[config.mk]
export PLATFORM = sky130hd
export DESIGN_NAME = wb_master_bridge_flat
export DESIGN_NICKNAME = d
export VERILOG_FILES = /design/src/rtl/wb_master_bridge_if.sv /design/src/rtl/wb_master_bridge.sv /design/src/flat_wrapper.sv
export SDC_FILE = /design/constraint.sdc
export NUM_CORES = 1
export LEC_CHECK = 0
export CORE_UTILIZATION = 39
export DETAILED_ROUTE_END_ITERATION = 7
export PLACE_DENSITY_LB_ADDON = 0.2
export SYNTH_ARGS = -nofsm -noshare
export SYNTH_HDL_FRONTEND = slang
export SYNTH_SLANG_ARGS = --single-unit
[constraint.sdc]
create_clock -name wb_clk_i -period 2 [get_ports wb_clk_i]
set_clock_uncertainty 0.1 [all_clocks]
set_input_delay 0.4 -clock wb_clk_i [delete_from_list [all_inputs] [get_ports wb_clk_i]]
set_output_delay 0.4 -clock wb_clk_i [all_outputs]
set_load 0.01 [all_outputs]
[src/rtl/wb_master_bridge_if.sv]
// Core-side request/response and Wishbone bus signals of wb_master_bridge.
// The master modport is the bridge's view; the slave modport is the environment's view.
interface wb_master_bridge_if;
  logic        req_i;
  logic        req_we_i;
  logic [31:0] req_adr_i;
  logic [31:0] req_dat_i;
  logic [3:0]  req_sel_i;
  logic        req_ready_o;
  logic        resp_valid_o;
  logic [31:0] resp_dat_o;
  logic        resp_err_o;
  logic        wb_cyc_o;
  logic        wb_stb_o;
  logic        wb_we_o;
  logic [31:0] wb_adr_o;
  logic [31:0] wb_dat_o;
  logic [3:0]  wb_sel_o;
  logic [31:0] wb_dat_i;
  logic        wb_ack_i;
  logic        wb_err_i;
  logic        wb_stall_i;

  modport master (
    input  req_i, req_we_i, req_adr_i, req_dat_i, req_sel_i,
    output req_ready_o, resp_valid_o, resp_dat_o, resp_err_o,
    output wb_cyc_o, wb_stb_o, wb_we_o, wb_adr_o, wb_dat_o, wb_sel_o,
    input  wb_dat_i, wb_ack_i, wb_err_i, wb_stall_i
  );

  modport slave (
    output req_i, req_we_i, req_adr_i, req_dat_i, req_sel_i,
    input  req_ready_o, resp_valid_o, resp_dat_o, resp_err_o,
    input  wb_cyc_o, wb_stb_o, wb_we_o, wb_adr_o, wb_dat_o, wb_sel_o,
    output wb_dat_i, wb_ack_i, wb_err_i, wb_stall_i
  );
endinterface

[src/rtl/wb_master_bridge.sv]
// Wishbone B4 pipelined initiator: one single-beat transfer outstanding at a time.
// Define WB_MASTER_TIMEOUT_EN to abort hung cycles after TIMEOUT_CYCLES cycles.
module wb_master_bridge #(
  parameter int TIMEOUT_CYCLES = 255
) (
  input  logic                wb_clk_i,
  input  logic                wb_rst_i,
  wb_master_bridge_if.master  io_bus
);

  localparam logic [1:0] S_IDLE = 2'd0;
  localparam logic [1:0] S_REQ  = 2'd1;
  localparam logic [1:0] S_WAIT = 2'd2;

  logic [1:0]  r_state;
  logic        r_cyc;
  logic        r_stb;
  logic        r_we;
  logic [31:0] r_adr;
  logic [31:0] r_dat;
  logic [3:0]  r_sel;
  logic        r_resp_valid;
  logic [31:0] r_resp_dat;
  logic        r_resp_err;

  logic        w_term;
  logic        w_timeout;
  logic        w_done;
  logic [31:0] w_rd_dat;

  // Ack/err only count once the address phase is accepted (not stalled) or in WAIT.
  assign w_term = ((r_state == S_REQ && !io_bus.wb_stall_i) || r_state == S_WAIT)
                  && (io_bus.wb_ack_i || io_bus.wb_err_i);

  assign w_rd_dat = (!io_bus.wb_err_i && !r_we) ? io_bus.wb_dat_i : 32'd0;

`ifdef WB_MASTER_TIMEOUT_EN
  localparam logic [15:0] TO_LAST = 16'(TIMEOUT_CYCLES - 1);

  logic [15:0] r_cnt;
  logic        w_busy;

  assign w_busy = (r_state == S_REQ) || (r_state == S_WAIT);

  always_ff @(posedge wb_clk_i) begin
    if (!wb_rst_i) begin
      r_cnt <= 16'd0;
    end else if (r_state == S_IDLE) begin
      r_cnt <= 16'd0;
    end else if (w_busy) begin
      r_cnt <= r_cnt + 16'd1;
    end
  end

  assign w_timeout = w_busy && (r_cnt == TO_LAST) && !w_term;
`else
  // Without the watchdog the parameter has no effect; an out-of-range value simply never fires.
  assign w_timeout = (TIMEOUT_CYCLES == 0) && 1'b0;
`endif

  assign w_done = w_term || w_timeout;

  always_ff @(posedge wb_clk_i) begin
    if (!wb_rst_i) begin
      r_state      <= S_IDLE;
      r_cyc        <= 1'b0;
      r_stb        <= 1'b0;
      r_we         <= 1'b0;
      r_adr        <= 32'd0;
      r_dat        <= 32'd0;
      r_sel        <= 4'd0;
      r_resp_valid <= 1'b0;
      r_resp_dat   <= 32'd0;
      r_resp_err   <= 1'b0;
    end else begin
      r_resp_valid <= 1'b0;
      case (r_state)
        S_IDLE: begin
          if (io_bus.req_i) begin
            r_we    <= io_bus.req_we_i;
            r_adr   <= io_bus.req_adr_i;
            r_dat   <= io_bus.req_dat_i;
            r_sel   <= io_bus.req_sel_i;
            r_cyc   <= 1'b1;
            r_stb   <= 1'b1;
            r_state <= S_REQ;
          end
        end
        S_REQ, S_WAIT: begin
          if (w_done) begin
            r_state      <= S_IDLE;
            r_cyc        <= 1'b0;
            r_stb        <= 1'b0;
            r_resp_valid <= 1'b1;
            r_resp_err   <= w_term ? io_bus.wb_err_i : 1'b1;
            r_resp_dat   <= w_term ? w_rd_dat : 32'd0;
          end else if (r_state == S_REQ && !io_bus.wb_stall_i) begin
            r_stb   <= 1'b0;
            r_state <= S_WAIT;
          end
        end
        default: begin
          r_state <= S_IDLE;
          r_cyc   <= 1'b0;
          r_stb   <= 1'b0;
        end
      endcase
    end
  end

  assign io_bus.req_ready_o  = (r_state == S_IDLE) && wb_rst_i;
  assign io_bus.resp_valid_o = r_resp_valid;
  assign io_bus.resp_dat_o   = r_resp_dat;
  assign io_bus.resp_err_o   = r_resp_err;
  assign io_bus.wb_cyc_o     = r_cyc;
  assign io_bus.wb_stb_o     = r_stb;
  assign io_bus.wb_we_o      = r_we;
  assign io_bus.wb_adr_o     = r_adr;
  assign io_bus.wb_dat_o     = r_dat;
  assign io_bus.wb_sel_o     = r_sel;

endmodule
[src/flat_wrapper.sv]
// flat-port wrapper written by rule: the top's interface ports become plain ports
module wb_master_bridge_flat 
#(
  parameter int TIMEOUT_CYCLES = 255
)
  (wb_clk_i, wb_rst_i, io_bus_req_i, io_bus_req_we_i, io_bus_req_adr_i, io_bus_req_dat_i, io_bus_req_sel_i, io_bus_req_ready_o, io_bus_resp_valid_o, io_bus_resp_dat_o, io_bus_resp_err_o, io_bus_wb_cyc_o, io_bus_wb_stb_o, io_bus_wb_we_o, io_bus_wb_adr_o, io_bus_wb_dat_o, io_bus_wb_sel_o, io_bus_wb_dat_i, io_bus_wb_ack_i, io_bus_wb_err_i, io_bus_wb_stall_i);
  wb_master_bridge_if io_bus_i ();
  input  logic wb_clk_i;
  input  logic wb_rst_i;
  input wire logic [$bits(io_bus_i.req_i)-1:0] io_bus_req_i;
  input wire logic [$bits(io_bus_i.req_we_i)-1:0] io_bus_req_we_i;
  input wire logic [$bits(io_bus_i.req_adr_i)-1:0] io_bus_req_adr_i;
  input wire logic [$bits(io_bus_i.req_dat_i)-1:0] io_bus_req_dat_i;
  input wire logic [$bits(io_bus_i.req_sel_i)-1:0] io_bus_req_sel_i;
  output wire logic [$bits(io_bus_i.req_ready_o)-1:0] io_bus_req_ready_o;
  output wire logic [$bits(io_bus_i.resp_valid_o)-1:0] io_bus_resp_valid_o;
  output wire logic [$bits(io_bus_i.resp_dat_o)-1:0] io_bus_resp_dat_o;
  output wire logic [$bits(io_bus_i.resp_err_o)-1:0] io_bus_resp_err_o;
  output wire logic [$bits(io_bus_i.wb_cyc_o)-1:0] io_bus_wb_cyc_o;
  output wire logic [$bits(io_bus_i.wb_stb_o)-1:0] io_bus_wb_stb_o;
  output wire logic [$bits(io_bus_i.wb_we_o)-1:0] io_bus_wb_we_o;
  output wire logic [$bits(io_bus_i.wb_adr_o)-1:0] io_bus_wb_adr_o;
  output wire logic [$bits(io_bus_i.wb_dat_o)-1:0] io_bus_wb_dat_o;
  output wire logic [$bits(io_bus_i.wb_sel_o)-1:0] io_bus_wb_sel_o;
  input wire logic [$bits(io_bus_i.wb_dat_i)-1:0] io_bus_wb_dat_i;
  input wire logic [$bits(io_bus_i.wb_ack_i)-1:0] io_bus_wb_ack_i;
  input wire logic [$bits(io_bus_i.wb_err_i)-1:0] io_bus_wb_err_i;
  input wire logic [$bits(io_bus_i.wb_stall_i)-1:0] io_bus_wb_stall_i;
  assign io_bus_i.req_i = io_bus_req_i;
  assign io_bus_i.req_we_i = io_bus_req_we_i;
  assign io_bus_i.req_adr_i = io_bus_req_adr_i;
  assign io_bus_i.req_dat_i = io_bus_req_dat_i;
  assign io_bus_i.req_sel_i = io_bus_req_sel_i;
  assign io_bus_req_ready_o = io_bus_i.req_ready_o;
  assign io_bus_resp_valid_o = io_bus_i.resp_valid_o;
  assign io_bus_resp_dat_o = io_bus_i.resp_dat_o;
  assign io_bus_resp_err_o = io_bus_i.resp_err_o;
  assign io_bus_wb_cyc_o = io_bus_i.wb_cyc_o;
  assign io_bus_wb_stb_o = io_bus_i.wb_stb_o;
  assign io_bus_wb_we_o = io_bus_i.wb_we_o;
  assign io_bus_wb_adr_o = io_bus_i.wb_adr_o;
  assign io_bus_wb_dat_o = io_bus_i.wb_dat_o;
  assign io_bus_wb_sel_o = io_bus_i.wb_sel_o;
  assign io_bus_i.wb_dat_i = io_bus_wb_dat_i;
  assign io_bus_i.wb_ack_i = io_bus_wb_ack_i;
  assign io_bus_i.wb_err_i = io_bus_wb_err_i;
  assign io_bus_i.wb_stall_i = io_bus_wb_stall_i;
  wb_master_bridge #(.TIMEOUT_CYCLES(TIMEOUT_CYCLES)) u_core (.wb_clk_i(wb_clk_i), .wb_rst_i(wb_rst_i), .io_bus(io_bus_i));
endmodule
==> flow_summary.yaml <==
status:
  status: "complete, no violations"
synth:
  synth_area_sq_mm: 0.00389
  synth_nets: 594
  ys_types: 27
  yosys_warnings: 0
  synth_cells: 482
  avgSynthCellArea_sq_um: 8.08
  synth-xor-area-share_pct: 0
  synth.yosys.seq_area_share_pct: 55.0
  synthAdderAreaFrac_pct: 1.61
  synthMuxAreaShare_pct: 0
  synth_top_family_by_area: "simple AND/OR/NAND/NOR gates"
  synth_seq_cells: 107
  synth_compound_area_share_pct: 15.3
  synthSimpleGateAreaFrac_pct: 22.5
routing:
  num_vias: 3889
  drt_iter0_drc: 77
  drc: 0
  wire_per_inst_um: 13.2
  wirelength_um: 10800
  dr.pass1.iters: 4
  antenna_left: 0
  via_per_inst: 4.75
place:
  dpl.hpwl_um: 7750
  gp_congestion: 0.747
  io_buffers: 212
  placed_area_sq_mm: 0.00618
  dp_cells: 803
timing:
  holdWs_ns: 0.357
  final.setup.tns_ns: 0
  tightest_slew_ns: 0.381
  setup_violations: 0
  fmax_mhz: 525
  slew_headroom_pct: 74.6
  hold_viol_final: 0
  fin_crit_ns: 1.90
  rsz0062_at_grt: "no"
  finalCritPeriodShare_pct: 95.2
  drv_slew: 0
clock_tree:
  insertion_delay_ns: 0.37
  cts_tree: "yes"
  postCtsSetupRepairBufs: 0
  postCtsHoldBufs: 0
  htree_num_levels: 3
  cts_root_buf: "clkbuf_8"
  clock-sinks: 107
  clockBufferDepth: 2
  clk_pin_slew_ns: 0.11
  cts_buffers: 9
finish:
  fill_cells: 839
  fin_cells: 819
  layout_commonest_cell: "clkdlybuf4s50_1"
  diodes: 0
  final_nets: 793
  ff_latch_area_sq_mm: 0.00214
  drive_gt1_share_pct: 5.54
  fin_area_sq_mm: 0.00637
  layout_common_cells: "clkdlybuf4s50_1 (211), nand2_1 (171), dfxtp_1 (105)"
  syn2layout_area_growth_pct: 63.6
  multi_input_area_sq_mm: 0.00156
grt:
  track_usage_pct: 20.2
  grt_pass1_wl_um: 16500
  antenna_found_initial: 0
  grt_max_degree: 68
  overflow: 0
  grt_pass1_vias: 3599
floorplanning:
  core-area_sq_mm: 0.00973
  die_height_um: 102
  die_w_um: 102
  ios: 213
  die_area_sq_mm: 0.0104
  rows: 36
  start_util_pct: 40.0
power:
  max-vdd-ir-drop_uv: 530
  total_power_mw: 6.07
  leakage_nw: 2.31
  p_per_area_mw_per_mm2: 953
critical_path:
  path_max_fanout: 4
  endpoint_kind: "primary output"
  crit_type: "reg2out"
  worstPathRequired_ns: 1.50
  crit_arrival_ns: 1.40
  start_kind: "flip-flop"
job:
  drv_cap: 0
worst_hold_path:
  min_path_type: "reg2reg"
-- critical path, cell delays in order, from the launching register on --
cell	delay (ns)
dfxtp_2	0.37
inv_2	0.06
ha_2	0.19
and2_1	0.13
dlygate4sd2_1	0.28
-- where the power goes --
part	switching (mW)	internal [mW]	leakage [nW]
logic	1.10	1.12	1.34
clock network	0.739	0.504	0.0909
registers	0.159	2.44	0.874
-- metrics by stage --
stage               setup WS [ns]  utilization (%)
floorplan                   0.443                -
global placement          -0.0713             63.6
detailed placement         -0.150             63.6
CTS                        0.0184             65.5
global route               0.0166             65.5
finish                     0.0967             65.5
-- worst paths after layout --
| path | startpoint | end | slack [ns] | depth (start not counted) |
|---|---|---|---|---|
| worst max-delay path | u_core.r_state[0] | io_bus_req_ready_o | 0.1 | 4 |
| worst min-delay path | u_core.io_bus.resp_err_o | u_core.io_bus.resp_err_o | 0.36 | 2 |
| worst max register to register | u_core.r_state[1] | u_core.io_bus.resp_dat_o[14] | 0.34 | 7 |
| worst min register to register | u_core.io_bus.resp_err_o | u_core.io_bus.resp_err_o | 0.36 | 2 |
-- cells in the mapped netlist (all sizes together) --
cell type	count	share of area, %
o22ai	1	0.16
o221ai	1	0.39
nor2b	1	0.16
a21oi	71	9.1
nor3	2	0.39
o211a	1	0.26
nand2b	1	0.16
nor2	2	0.19
o21ai	34	4.4
a21o	1	0.19
a32oi	1	0.22
nand3	35	4.5
buf	24	4.0
and2	2	0.32
nand4	1	0.16
inv	4	0.39
a31oi	1	0.16
ha	5	1.6
clkbuf	13	1.3
o31ai	2	0.39
dfxtp	107	55
nand2	172	17
-- cell families (layout without fill, tap and decap cells) --
kind of cell | after synthesis | in the layout
AND/OR/NAND/NOR | 216 | 216
buffers and inverters | 41 | 245
adder cells (fa/ha/maj) | 5 | 5
flip-flops | 107 | 107
AO/OA/AOI/OAI | 113 | 113
-- area by class of cell --
cell class,count,share of cell area [%]
timing repair buffer,225,36.2
sequential,107,33.7
multi-input combinational,334,24.4
tap,133,2.61
clock buffer,11,2.22
clock inverter,5,0.668
inverter,4,0.236
-- sequential cells by signal (all words and copies together), names as in the netlist, 2 cells and up --
signal	cells
u_core.io_bus.wb_adr_o	32
u_core.r_state	2
u_core.io_bus.wb_dat_o	32
u_core.io_bus.resp_dat_o	32
u_core.io_bus.wb_sel_o	4
-- routing by layer --
layer / track usage (%) / up-vias / wire [um]
met5: 0 / - / 0
met4: 8.35 / 0 / 194
met3: 7.18 / 16 / 1070
met2: 34.2 / 147 / 5100
met1: 23.1 / 1747 / 4410
li1: - / 1979 / -
-- timing repair --
item / 4_1_cts / 5_1_grt
cloned: 0 / 0
gates resized for setup: 4 / 2
endpoints found under the setup margin: 1 / 1
pin swaps: 0 / 0
(Power assumes the default switching activity.)
